$ cat config.mk
export PLATFORM = sky130hd
export DESIGN_NAME = power_seq_ctrl
export DESIGN_NICKNAME = d
export VERILOG_FILES = /design/src/rtl/power_pkg.sv /design/src/rtl/power_step_timer.sv /design/src/rtl/power_seq_ctrl.sv
export SDC_FILE = /design/constraint.sdc
export NUM_CORES = 1
export LEC_CHECK = 0
export ABC_AREA = 0
export CAP_MARGIN = 20
export CORE_MARGIN = 2
export CORE_UTILIZATION = 25
export CTS_CLUSTER_DIAMETER = 200
export DETAILED_ROUTE_END_ITERATION = 12
export GPL_TIMING_DRIVEN = 0
export REMOVE_ABC_BUFFERS = 1
export SLEW_MARGIN = 10
export SYNTH_ARGS = -nofsm -noshare
export SYNTH_HDL_FRONTEND = slang
export SYNTH_SLANG_ARGS = --single-unit
$ cat constraint.sdc
create_clock -name clock -period 2.2 [get_ports clock]
set_clock_uncertainty 0.2 [all_clocks]
set_input_delay 0.44 -clock clock [delete_from_list [all_inputs] [get_ports clock]]
set_output_delay 0.44 -clock clock [all_outputs]
set_load 0.02 [all_outputs]
$ cat src/rtl/power_pkg.sv
// Shared types and default sizing for the power-domain sequencer.
package power_pkg;

  typedef enum logic [1:0] {
    OFF  = 2'd0,
    UP   = 2'd1,
    ON   = 2'd2,
    DOWN = 2'd3
  } pwr_seq_state_t;

  localparam int PWR_NUM_DOMAINS_DEF = 4;
  localparam int PWR_CNT_W_DEF       = 8;

endpackage

$ cat src/rtl/power_step_timer.sv
// Dwell down-counter: load wins over decrement, zero flag is decoded directly from the count.
module power_step_timer #(
  parameter int CNT_W = 8
) (
  input  logic             clock,
  input  logic             reset,
  input  logic             load_i,
  input  logic             dec_i,
  input  logic [CNT_W-1:0] load_val_i,
  output logic             zero_o
);

  logic [CNT_W-1:0] cnt_q, cnt_d;

  always_comb begin
    cnt_d = cnt_q;
    if (load_i) begin
      cnt_d = load_val_i;
    end else if (dec_i) begin
      cnt_d = cnt_q - 1'b1;
    end
  end

  always_ff @(posedge clock or posedge reset) begin
    if (reset) begin
      cnt_q <= '0;
    end else begin
      cnt_q <= cnt_d;
    end
  end

  assign zero_o = (cnt_q == '0);

endmodule

$ cat src/rtl/power_seq_ctrl.sv
// Reversible power-domain sequencer: thermometer-coded enables raised LSB-first on
// request, lowered MSB-first on release, with a programmable dwell between steps.
module power_seq_ctrl
  import power_pkg::*;
#(
  parameter int NUM_DOMAINS = PWR_NUM_DOMAINS_DEF,
  parameter int CNT_W       = PWR_CNT_W_DEF
) (
  input  logic                   clock,
  input  logic                   reset,
  input  logic                   pwr_req,
  input  logic [CNT_W-1:0]       step_delay,
  output logic [NUM_DOMAINS-1:0] dom_en,
  output logic                   pwr_good,
  output logic                   pwr_off,
  output logic                   busy
);

  pwr_seq_state_t state_q, state_d;
  logic [NUM_DOMAINS-1:0] dom_en_q, dom_en_d;
  logic pwr_good_q, pwr_off_q, busy_q;
  logic load, dec, zero;

  power_step_timer #(
    .CNT_W(CNT_W)
  ) u_timer (
    .clock      (clock),
    .reset      (reset),
    .load_i     (load),
    .dec_i      (dec),
    .load_val_i (step_delay),
    .zero_o     (zero)
  );

  always_comb begin
    state_d  = state_q;
    dom_en_d = dom_en_q;
    load     = 1'b0;
    dec      = 1'b0;
    unique case (state_q)
      OFF: begin
        if (pwr_req) begin
          state_d = UP;
          load    = 1'b1;
        end
      end
      UP: begin
        // A dropped request pre-empts any step that is due on this edge.
        if (!pwr_req) begin
          if (dom_en_q == '0) begin
            state_d = OFF;
          end else begin
            state_d = DOWN;
            load    = 1'b1;
          end
        end else if (!zero) begin
          dec = 1'b1;
        end else begin
          dom_en_d = {dom_en_q[NUM_DOMAINS-2:0], 1'b1};
          if (dom_en_d[NUM_DOMAINS-1]) begin
            state_d = ON;
          end else begin
            load = 1'b1;
          end
        end
      end
      ON: begin
        if (!pwr_req) begin
          state_d = DOWN;
          load    = 1'b1;
        end
      end
      DOWN: begin
        if (pwr_req) begin
          state_d = UP;
          load    = 1'b1;
        end else if (!zero) begin
          dec = 1'b1;
        end else begin
          dom_en_d = {1'b0, dom_en_q[NUM_DOMAINS-1:1]};
          if (dom_en_d == '0) begin
            state_d = OFF;
          end else begin
            load = 1'b1;
          end
        end
      end
      default: state_d = OFF;
    endcase
  end

  // Status flags are decoded from the next state so they change on the same edge as the state.
  always_ff @(posedge clock or posedge reset) begin
    if (reset) begin
      state_q    <= OFF;
      dom_en_q   <= '0;
      pwr_good_q <= 1'b0;
      pwr_off_q  <= 1'b1;
      busy_q     <= 1'b0;
    end else begin
      state_q    <= state_d;
      dom_en_q   <= dom_en_d;
      pwr_good_q <= (state_d == ON);
      pwr_off_q  <= (state_d == OFF);
      busy_q     <= (state_d == UP) || (state_d == DOWN);
    end
  end

  assign dom_en   = dom_en_q;
  assign pwr_good = pwr_good_q;
  assign pwr_off  = pwr_off_q;
  assign busy     = busy_q;

endmodule
# Yosys cells after proc, flatten, opt, wreduce, memory -nomap -nowiden
# Cells that the tools add are included.
[word_totals] out_inout_bits=7 ff_bits=17
[op_classes] muxes=31 addsub=1 reduce_logical=9 eq_ne=10
[op_table] operator="2-bit two-way mux" n=9
[op_table] operator="4-bit two-way mux" n=4
[op_table] operator="8-bit two-way mux" n=2
[op_table] operator="1-bit two-way mux" n=12
[op_table] operator="2-bit == test (second input constant)" n=4
[op_table] operator="8-bit zero test" n=1
[op_table] operator="2-bit inequality test (second input constant)" n=4
[op_table] operator="2-bit case mux with 4 select lines" n=1
[op_table] operator="4-bit case mux with 2 select lines" n=1
[op_table] operator="8-bit by 1-bit subtractor with 8-bit output (second input constant)" n=1
[op_table] operator="5-bit AND reduction" n=1
[op_table] operator="2-bit by 1-bit == test with 1-bit output (second input constant)" n=2
[op_table] operator="2-bit zero test" n=2
[op_table] operator="4-bit zero test" n=1
[op_table] operator="1-bit case mux with 4 select lines" n=1
[op_table] operator="2-bit nonzero test" n=2
[op_table] operator="3-bit zero test" n=1
[op_table] operator="1-bit case mux with 2 select lines" n=1
[op_table] operator="1-bit logical OR" n=1

# Depth between registers and ports, before layout
[depth] depth_word=7 ltp_mapped=9 depth_no_buf=7

# Modules after synthesis
# From an unflattened synthesis, not the netlist that was laid out.
[hier_totals] cells_unflattened=122 hier_area_um2=1087.3
[by_module_without_submodules] module="power_seq_ctrl" cells_each=67 n_inst=1 area_per_inst_um2=600.6 seq_area_each_um2=201.4
[by_module_without_submodules] module="power_step_timer" cells_each=55 n_inst=1 area_per_inst_um2=486.7 seq_area_each_um2=200.2

# Least setup slack after synthesis
# Ideal clock, no wire load.
[synth_path] path_kind="reg-to-reg" start="register u_timer.cnt_q[0]" end="register u_timer.cnt_q[4]" arrival_ns=1.940 path_slack_ns=-0.064 n_path_buf=2 path_stages_with_launch=10 period_less_slack_ns=2.264 cell_sequence="dfrtp_1 inv_1 ha_1 or4b_1 buf_2 o311ai_2 a32oi_2 buf_6 mux2i_1 o21ai_1"
[synth_between] elab_chain_cells=5 elab_cells_between_ends=14 cone_classes="add/sub: 1; mux: 11; reduce/logical: 2"
[synth_lines] item="start, declared" line_no="power_step_timer.sv:13" rtl="logic [CNT_W-1:0] cnt_q, cnt_d;"
[synth_lines] item="start signal, assigned" line_no="power_step_timer.sv:28" rtl="cnt_q <= cnt_d;"
[synth_lines] item="branches (longest 5 deep; another with 8-bit by 1-bit subtractor with 8-bit output)"
# Parallel ways; which one is timed is not known. The select of a mux whose other input is x is not followed.
# A chain may end at the register's enable or synchronous reset.

# Final worst setup path
[layout_path] start="register u_timer.cnt_q[1]" end="register u_timer.cnt_q[4]"
# Same word-level chain as after synthesis.

==> summary.txt <==
Floorplanning
  – Die outline height: 66.1 um
  – Floorplan Core Area: 3690 um^2
  – Starting density of the core: 26.2%
  – DIE WIDTH: 66.1 um
  – Number of placement rows: 22
  – Number of I/O pins: 18
  – Die footprint: 4370 um^2

Synthesis
  – Combined area of all synthesized cells: 965 um^2
  – Fraction of the yosys area taken by sequential cells: 41.6%
  – Count of yosys warnings during synthesis: 0
  – Per-instance average area after synthesis: 9.19 um^2
  – Total of flip-flops plus latches after synthesis: 16
  – Cell count after synthesis: 105
  – Netlist cell types: 34

STA
  – RSZ-0062 raised after global routing: yes
  – Worst max-slew margin expressed relative to the limit: 58.5%
  – Least setup slack across all paths after layout: -0.103 ns
  – Pins Over Slew Limit: 0
  – Post-Route Setup TNS: -0.533 ns
  – Actual slew at the worst max-slew pin: 0.621 ns
  – Achievable Freq: 434 MHz
  – Number of endpoints failing setup at the final stage: 9
  – Share of the clock period used by the worst path after layout: 105%
  – Final count of hold timing violations: 0
  – Crit path time final: 2.30 ns

Critical path
  – Family with the most delay on the worst path: simple AND/OR/NAND/NOR gates
  – Top fanout value on the critical path: 6
  – Worst setup slack for register-to-register paths: -0.10 ns
  – Startpoint of the lowest-slack register-to-register path: u_timer.cnt_q[1]$_DFFE_PP0P_
  – Worst R2R End: u_timer.cnt_q[4]$_DFFE_PP0P_
  – Critical Path End Type: register
  – CP bufs+invs: 2
  – Required time at the worst-slack endpoint: 2.15 ns
  – R2R cell count: 8
  – Type of the worst setup path: register to register
  – Start point of the critical path: u_timer.cnt_q[1]$_DFFE_PP0P_
  – Highest cell delay on the worst timing path: 0.54 ns
  – CP max-delay cell: or4b_4
  – Critical Path, Cell by Cell: inv_2 -> ha_4 -> or4b_4 -> o31ai_4 -> a32oi_4 -> buf_6 -> mux2i_1 -> o21ai_1
  – Data arrival at the endpoint of the critical path: 2.25 ns
  – Type of origin of the critical path: register

Global routing
  – Number of global-route vias before repair: 894
  – GRT Overall Usage: 12.1%
  – First-pass GRT wire length: 4.00 mm
  – Total gr overflow: 0
  – Antenna violations before repair: 0
  – Pin count of the biggest net entering global routing: 17

CTS
  – Number of levels the H-tree was split into: 1
  – TritonCTS clock tree: done
  – Number of clock buffers inserted by TritonCTS: 3
  – Clk sink count: 16
  – Clock-pin slew on the worst setup and hold paths: 0.07 ns
  – CTS root buf: clkbuf_8
  – Buffer levels on the longest clock path: 2
  – Latest clock arrival within the worst-skew pair: 0.26 ns

Run status
  – Violations in the final reports: setup timing
  – Status: finished, violations left

Route
  – Remaining number of nets flagged by the antenna check after routing: 0
  – Initial detailed-routing violation count: 36
  – Average wire length per cell after detail routing: 14.8 um
  – Router iterations before antenna repair: 4
  – Total vias in the final route: 932
  – Remaining design rule violation count: 0
  – Post-detailed-route via-to-cell ratio: 5.04
  – Aggregate routed wire length: 2.74 mm

Worst hold path
  – Class of the tightest hold or removal check: input port to asynchronous set/reset pin

Power and ir drop
  – IR drop worst, VDD: 0.400 mV
  – Static Leakage: 0.607 nW
  – Power density relative to cell area: 1270 nW/um^2

Cells and area
  – Cell Count, Final, Fillers Out: 185
  – Total number of nets in the final design: 150
  – Proportion of layout cells with a drive suffix above 1: 35.0%
  – Area Overhead vs Synth: 54.9%
  – Inserted Diodes: 0

Placed design
  – Placed instance count: 164
  – Routability congestion estimate: 0.773
  – DP Wirelength: 1.53 mm
  – Buffers on Ports: 17

Job
  – Maxcap violations: 0
## cells in the mapped netlist
library cell	count	area, um^2
mux2i_1	4	40.0
o211ai_2	1	12.5
dfrtp_1	15	375
o21ai_0	4	20.0
buf_2	2	10.0
nand2b_1	2	12.5
mux2_1	1	11.3
or3_1	4	25.0
buf_6	1	11.3
nor2_1	10	37.5
nor3_1	3	15.0
ha_1	1	12.5
a211oi_1	1	7.51
o311ai_2	1	16.3
or4b_1	2	20.0
o21ai_1	4	20.0
clkbuf_1	3	11.3
dfstp_2	1	26.3
and4_1	1	8.76
and2_1	1	6.26
xnor2_1	5	43.8
nor4_1	2	12.5
xor2_1	1	8.76
or4_1	1	7.51
a32oi_2	1	16.3
nand2_1	11	41.3
inv_1	6	22.5
a221o_1	2	20.0
o41a_1	1	11.3
a21oi_1	7	35.0
nand3_1	2	10.0
o31ai_2	1	12.5
nor2b_1	1	6.26
o2bb2ai_1	2	17.5
## layout make-up
type                            count  area (um^2)
Inverter                            6         22.5
Clock buffer                        4         45.0
Fill cell                         369         2190
Timing Repair Buffer               34          328
Multi-Input combinational cell     77          633
Sequential cell                    16          405
Tap cell                           48         60.1
## flip-flops by register name, indices dropped and copies added, names as in the netlist
signal / cells
u_timer.cnt_q: 8
pwr_off: 1
dom_en: 4
state_q: 2
pwr_good: 1
## cell families (layout without fill, tap and decap cells)
logic type                 after synthesis  in the layout  synth area share (%)
buffers and inverters                   12             44                  5.71
adders and majority gates                1              1                  1.30
AOI/OAI and AO/OA                       25             25                  19.6
xor gates and xnor gates                 6              6                  5.45
and+or+nand+nor                         40             40                  21.0
muxes                                    5              5                  5.32
DFF                                     16             16                  41.6
## layout by cell type, fill, tap and decap left out, types with 2 or more instances in the layout
cell type / n
nand3_1: 2
or3_4: 2
nor3_1: 2
o2bb2ai_1: 2
nand2_1: 9
a21oi_1: 7
xnor2_1: 4
nor2_2: 4
o21ai_1: 6
or3_1: 2
nor4_2: 2
buf_6: 5
dfrtp_1: 12
inv_2: 3
clkdlybuf4s50_1: 16
buf_4: 11
a221o_1: 2
clkbuf_8: 3
inv_1: 3
dfrtp_2: 3
nor2_1: 5
nand2b_1: 2
mux2i_1: 4
## power by group
group	switching, mW	internal, mW	leakage, nW
Sequential	0.173	0.418	0.192
Clock	0.107	0.129	0.0228
Combinational	0.531	0.544	0.392
## metal layers
layer	vias to the layer above	share of wire [%]	track usage [%]	wire, um
li1	439	-	-	-
met1	461	43	15.8	1190
met2	27	51	19.5	1400
met3	5	3.5	1.70	95
met4	0	2.1	6.12	57
met5	-	0	0	0
## worst max path at each step
| stage | end | slack, ns | depth (start not counted) |
|---|---|---|---|
| floorplan | u_timer.cnt_q[6]$_DFFE_PP0P_ | -0.24 | 5 |
| global placement | u_timer.cnt_q[6]$_DFFE_PP0P_ | -0.71 | 5 |
| detailed placement | u_timer.cnt_q[6]$_DFFE_PP0P_ | -0.74 | 5 |
| CTS | u_timer.cnt_q[4]$_DFFE_PP0P_ | -0.05 | 8 |
| global route | pwr_off$_DFF_PP1_ | -0.19 | 9 |
| finish | u_timer.cnt_q[4]$_DFFE_PP0P_ | -0.10 | 8 |
## what timing repair did
| item | in CTS | in global routing |
|---|---|---|
| gates resized for setup | 17 | 22 |
| endpoints found under the setup margin | 15 | 15 |
| endpoints found under the hold margin | 0 | 0 |
| setup buffers | 12 | 5 |
| pin swaps | 8 | 11 |
| hold buffers | 0 | 0 |
## through the flow
stage / instance area [um^2] / worst slack, ns / total power [mW] / utilization [%] / hold slack, ns
2_1_floorplan: 932 / -0.239 / 1.04 / - / 0.153
4_1_cts: 1370 / -0.0469 / 1.69 / 37.1 / 0.366
3_5_place_dp: 1160 / -0.736 / 1.24 / 31.5 / 0.345
6_report: 1490 / -0.103 / 1.90 / 40.5 / 0.362
5_1_grt: 1490 / -0.191 / 2.02 / 40.5 / 0.415
3_3_place_gp: 1160 / -0.710 / 1.22 / 31.5 / 0.330
Power figures use the tool's default switching activity.
==> edit, RTL diff (same flow settings) <==
Remove the register `pwr_good_q`: a continuous assignment takes its place, so the output `pwr_good` follows one clock earlier.
--- a/src/rtl/power_seq_ctrl.sv
+++ b/src/rtl/power_seq_ctrl.sv
@@ -94,17 +94,17 @@
     if (reset) begin
       state_q    <= OFF;
       dom_en_q   <= '0;
-      pwr_good_q <= 1'b0;
       pwr_off_q  <= 1'b1;
       busy_q     <= 1'b0;
     end else begin
       state_q    <= state_d;
       dom_en_q   <= dom_en_d;
-      pwr_good_q <= (state_d == ON);
       pwr_off_q  <= (state_d == OFF);
       busy_q     <= (state_d == UP) || (state_d == DOWN);
     end
   end
+
+  assign pwr_good_q = (state_d == ON);
 
   assign dom_en   = dom_en_q;
   assign pwr_good = pwr_good_q;
Function: changed (a bounded check fails within 10 cycles, from zero or initial values and one cycle with reset high).
==> edit against the original RTL <==
Count of clock-buffer cells in the layout unchanged. Worst setup slack lost 0.090 ns. Die area increased by 4.7%. Largest power group unchanged. Synthesized area rose by 5.1%. First-iteration DRC count down 31%. Sequential share of layout area decreased by 1.1 points. Critical path depth down 1. Power grew 2.3%. Non-clock buffer count shrank 5. Design area shrank 2.9%. Wire length down 5.7%. The run still ends with setup timing left. Sequential cell count shrank 1. Combinational power grew 6%.
==> edit: results (changes against the original RTL) <==
Pwr
  • Combinational fraction of design power: 0.582 (+0.017)
  • Power drawn by the combinational cells: 1.13 mW (+6%)
  • Net Switching: 815 uW (+0.48%)
  • Static Leakage: 0.586 nW (-3.6%)
  • Power of the clock network: 226 uW (-4%)
  • Peak ir drop on the vdd network: 554 uV (+39%)

Placed design
  • Routability congestion estimate: 0.770 (-0.47%)
  • Number of placed cells counting well taps: 172 (+4.9%)
  • Placement Setup Slack: -0.749 ns (-0.0135 ns)
  • Placement-stage cell area: 0.00121 mm2 (+4.5%)

Global routing
  • Global-route met1 utilization: 0.165 (+0.00730)
  • Wire length of the first global-routing pass: 4240 um (+6.0%)
  • Met2 Track Usage GR: 0.203 (+0.00843)
  • Met3 track utilization from global routing: 0.0300 (+0.0130)
  • Total Routing Usage GR: 0.122 (+0.000358)
  • Vias in the first global route: 912 (+2.0%)

Detailed routing
  • Initial DRC count: 25 (-31%)
  • Mean routed wirelength per cell: 13.7 um (-7.2%)
  • Uppermost layer routed: met3
  • Met1 routed wirelength after detailed routing: 1200 um (+1.2%)

Final layout
  • Non-clock buffers: 29 (-15%)
  • Fraction of area in multi-input gates: 0.465 (+0.0413)
  • Final #Nets: 151 (+0.67%)
  • Most flop-heavy register: u_timer.cnt_q
  • Sequential cell area: 378 um2 (-6.8%)
  • Fillers: 400 (+8.4%)
  • Comb_multi_in: 82 (+6.5%)
  • Proportion of cell area spent on the clock network: 0.0311 (+0.000910)
  • Post-layout instance count excluding filler cells: 188 (+1.6%)
  • Non-clock buffer share of cell area: 0.179 (-0.0400)
  • Non-clock inverter total of the final layout: 8 (+2)
  • P&R area growth vs syn: 43.1%

Timing
  • Crit path setup slack, layout: -0.193 ns (-0.0901 ns)
  • Total setup violations reported at the end of the flow: 9 (unchanged)
  • Transition time of the tightest slew-check pin: 0.633 ns (+0.0118 ns)

Status
  • Outcome: complete, but fails checks
  • Violated checks: setup timing

Yosys
  • Cell types with the largest area share after synthesis: sky130_fd_sc_hd__dfrtp_1 35%, sky130_fd_sc_hd__mux2i_1 5.9%, sky130_fd_sc_hd__mux2_4 5.9%
  • Sequential fraction of the synthesis area: 0.372 (-0.0447)
  • Synthesized area divided by synthesized cell count: 9.13 um2 (-0.62%)
  • Synth cell types: 38 (+12%)
  • Top post-synthesis cells by count: 14 x sky130_fd_sc_hd__dfrtp_1, 14 x sky130_fd_sc_hd__nand2_1, 8 x sky130_fd_sc_hd__inv_1

CTS
  • Sink Count: 15 (-1)
  • Clock latency on the worst-skew pair: 0.24 ns (-0.02 ns)

Worst setup path
  • Largest fanout on the critical path: 4 (-2)
  • Data arrival, critical path: 1.75 ns (-0.50 ns)
==> edit: changes by cell type in the layout (fill, tap and decap cells not counted), sizes merged, moves of 3 or more <==
cell    before  now
a21oi        7    4
buf         17   13
mux2         1    4
nand2       11   14
nor2        10    6
o21ai        8    5
o221ai       0    3
==> edit: worst max-delay path, cell delays in order (launching register included) <==
cell and delay, ns:
sky130_fd_sc_hd__dfrtp_1 0.40, sky130_fd_sc_hd__inv_2 0.09, sky130_fd_sc_hd__ha_4 0.14, sky130_fd_sc_hd__or3b_4 0.41
sky130_fd_sc_hd__nor2_4 0.11, sky130_fd_sc_hd__nand3_2 0.08, sky130_fd_sc_hd__a21oi_2 0.13, sky130_fd_sc_hd__buf_4 0.15
==> edit: repair_timing <==
| item | CTS | global route |
|---|---|---|
| buffers inserted | 9 | 3 |
| cloned | 0 | 0 |
| resized for setup | 24 | 5 |
| pin swaps | 6 | 1 |
| endpoints found under the setup margin | 14 | 10 |
==> edit: final timing paths <==
path | endpoint | slack [ns] | cells after the start
max in group asynchronous | state_q[0]$_DFF_PP0_ | 1.00 | 2
min in group clock | dom_en[1]$_DFFE_PP0P_ | 0.37 | 2
worst max-delay path | pwr_good | -0.19 | 7
worst min register to register | dom_en[1]$_DFFE_PP0P_ | 0.37 | 2
worst max register to register | u_timer.cnt_q[2]$_DFFE_PP0P_ | -0.14 | 6
worst min-delay path | u_timer.cnt_q[0]$_DFFE_PP0P_ | 0.37 | 2
==> edit: cell families (layout without fill, tap and decap cells) <==
family,count (synthesis),after routing,synth area share
compound gates,24,24,0.170
xor+xnor,5,5,0.0432
fa+ha+maj,1,1,0.0123
buf+inv,14,41,0.0605
flops,15,15,0.372
mux,10,10,0.119
simple gates,42,42,0.223
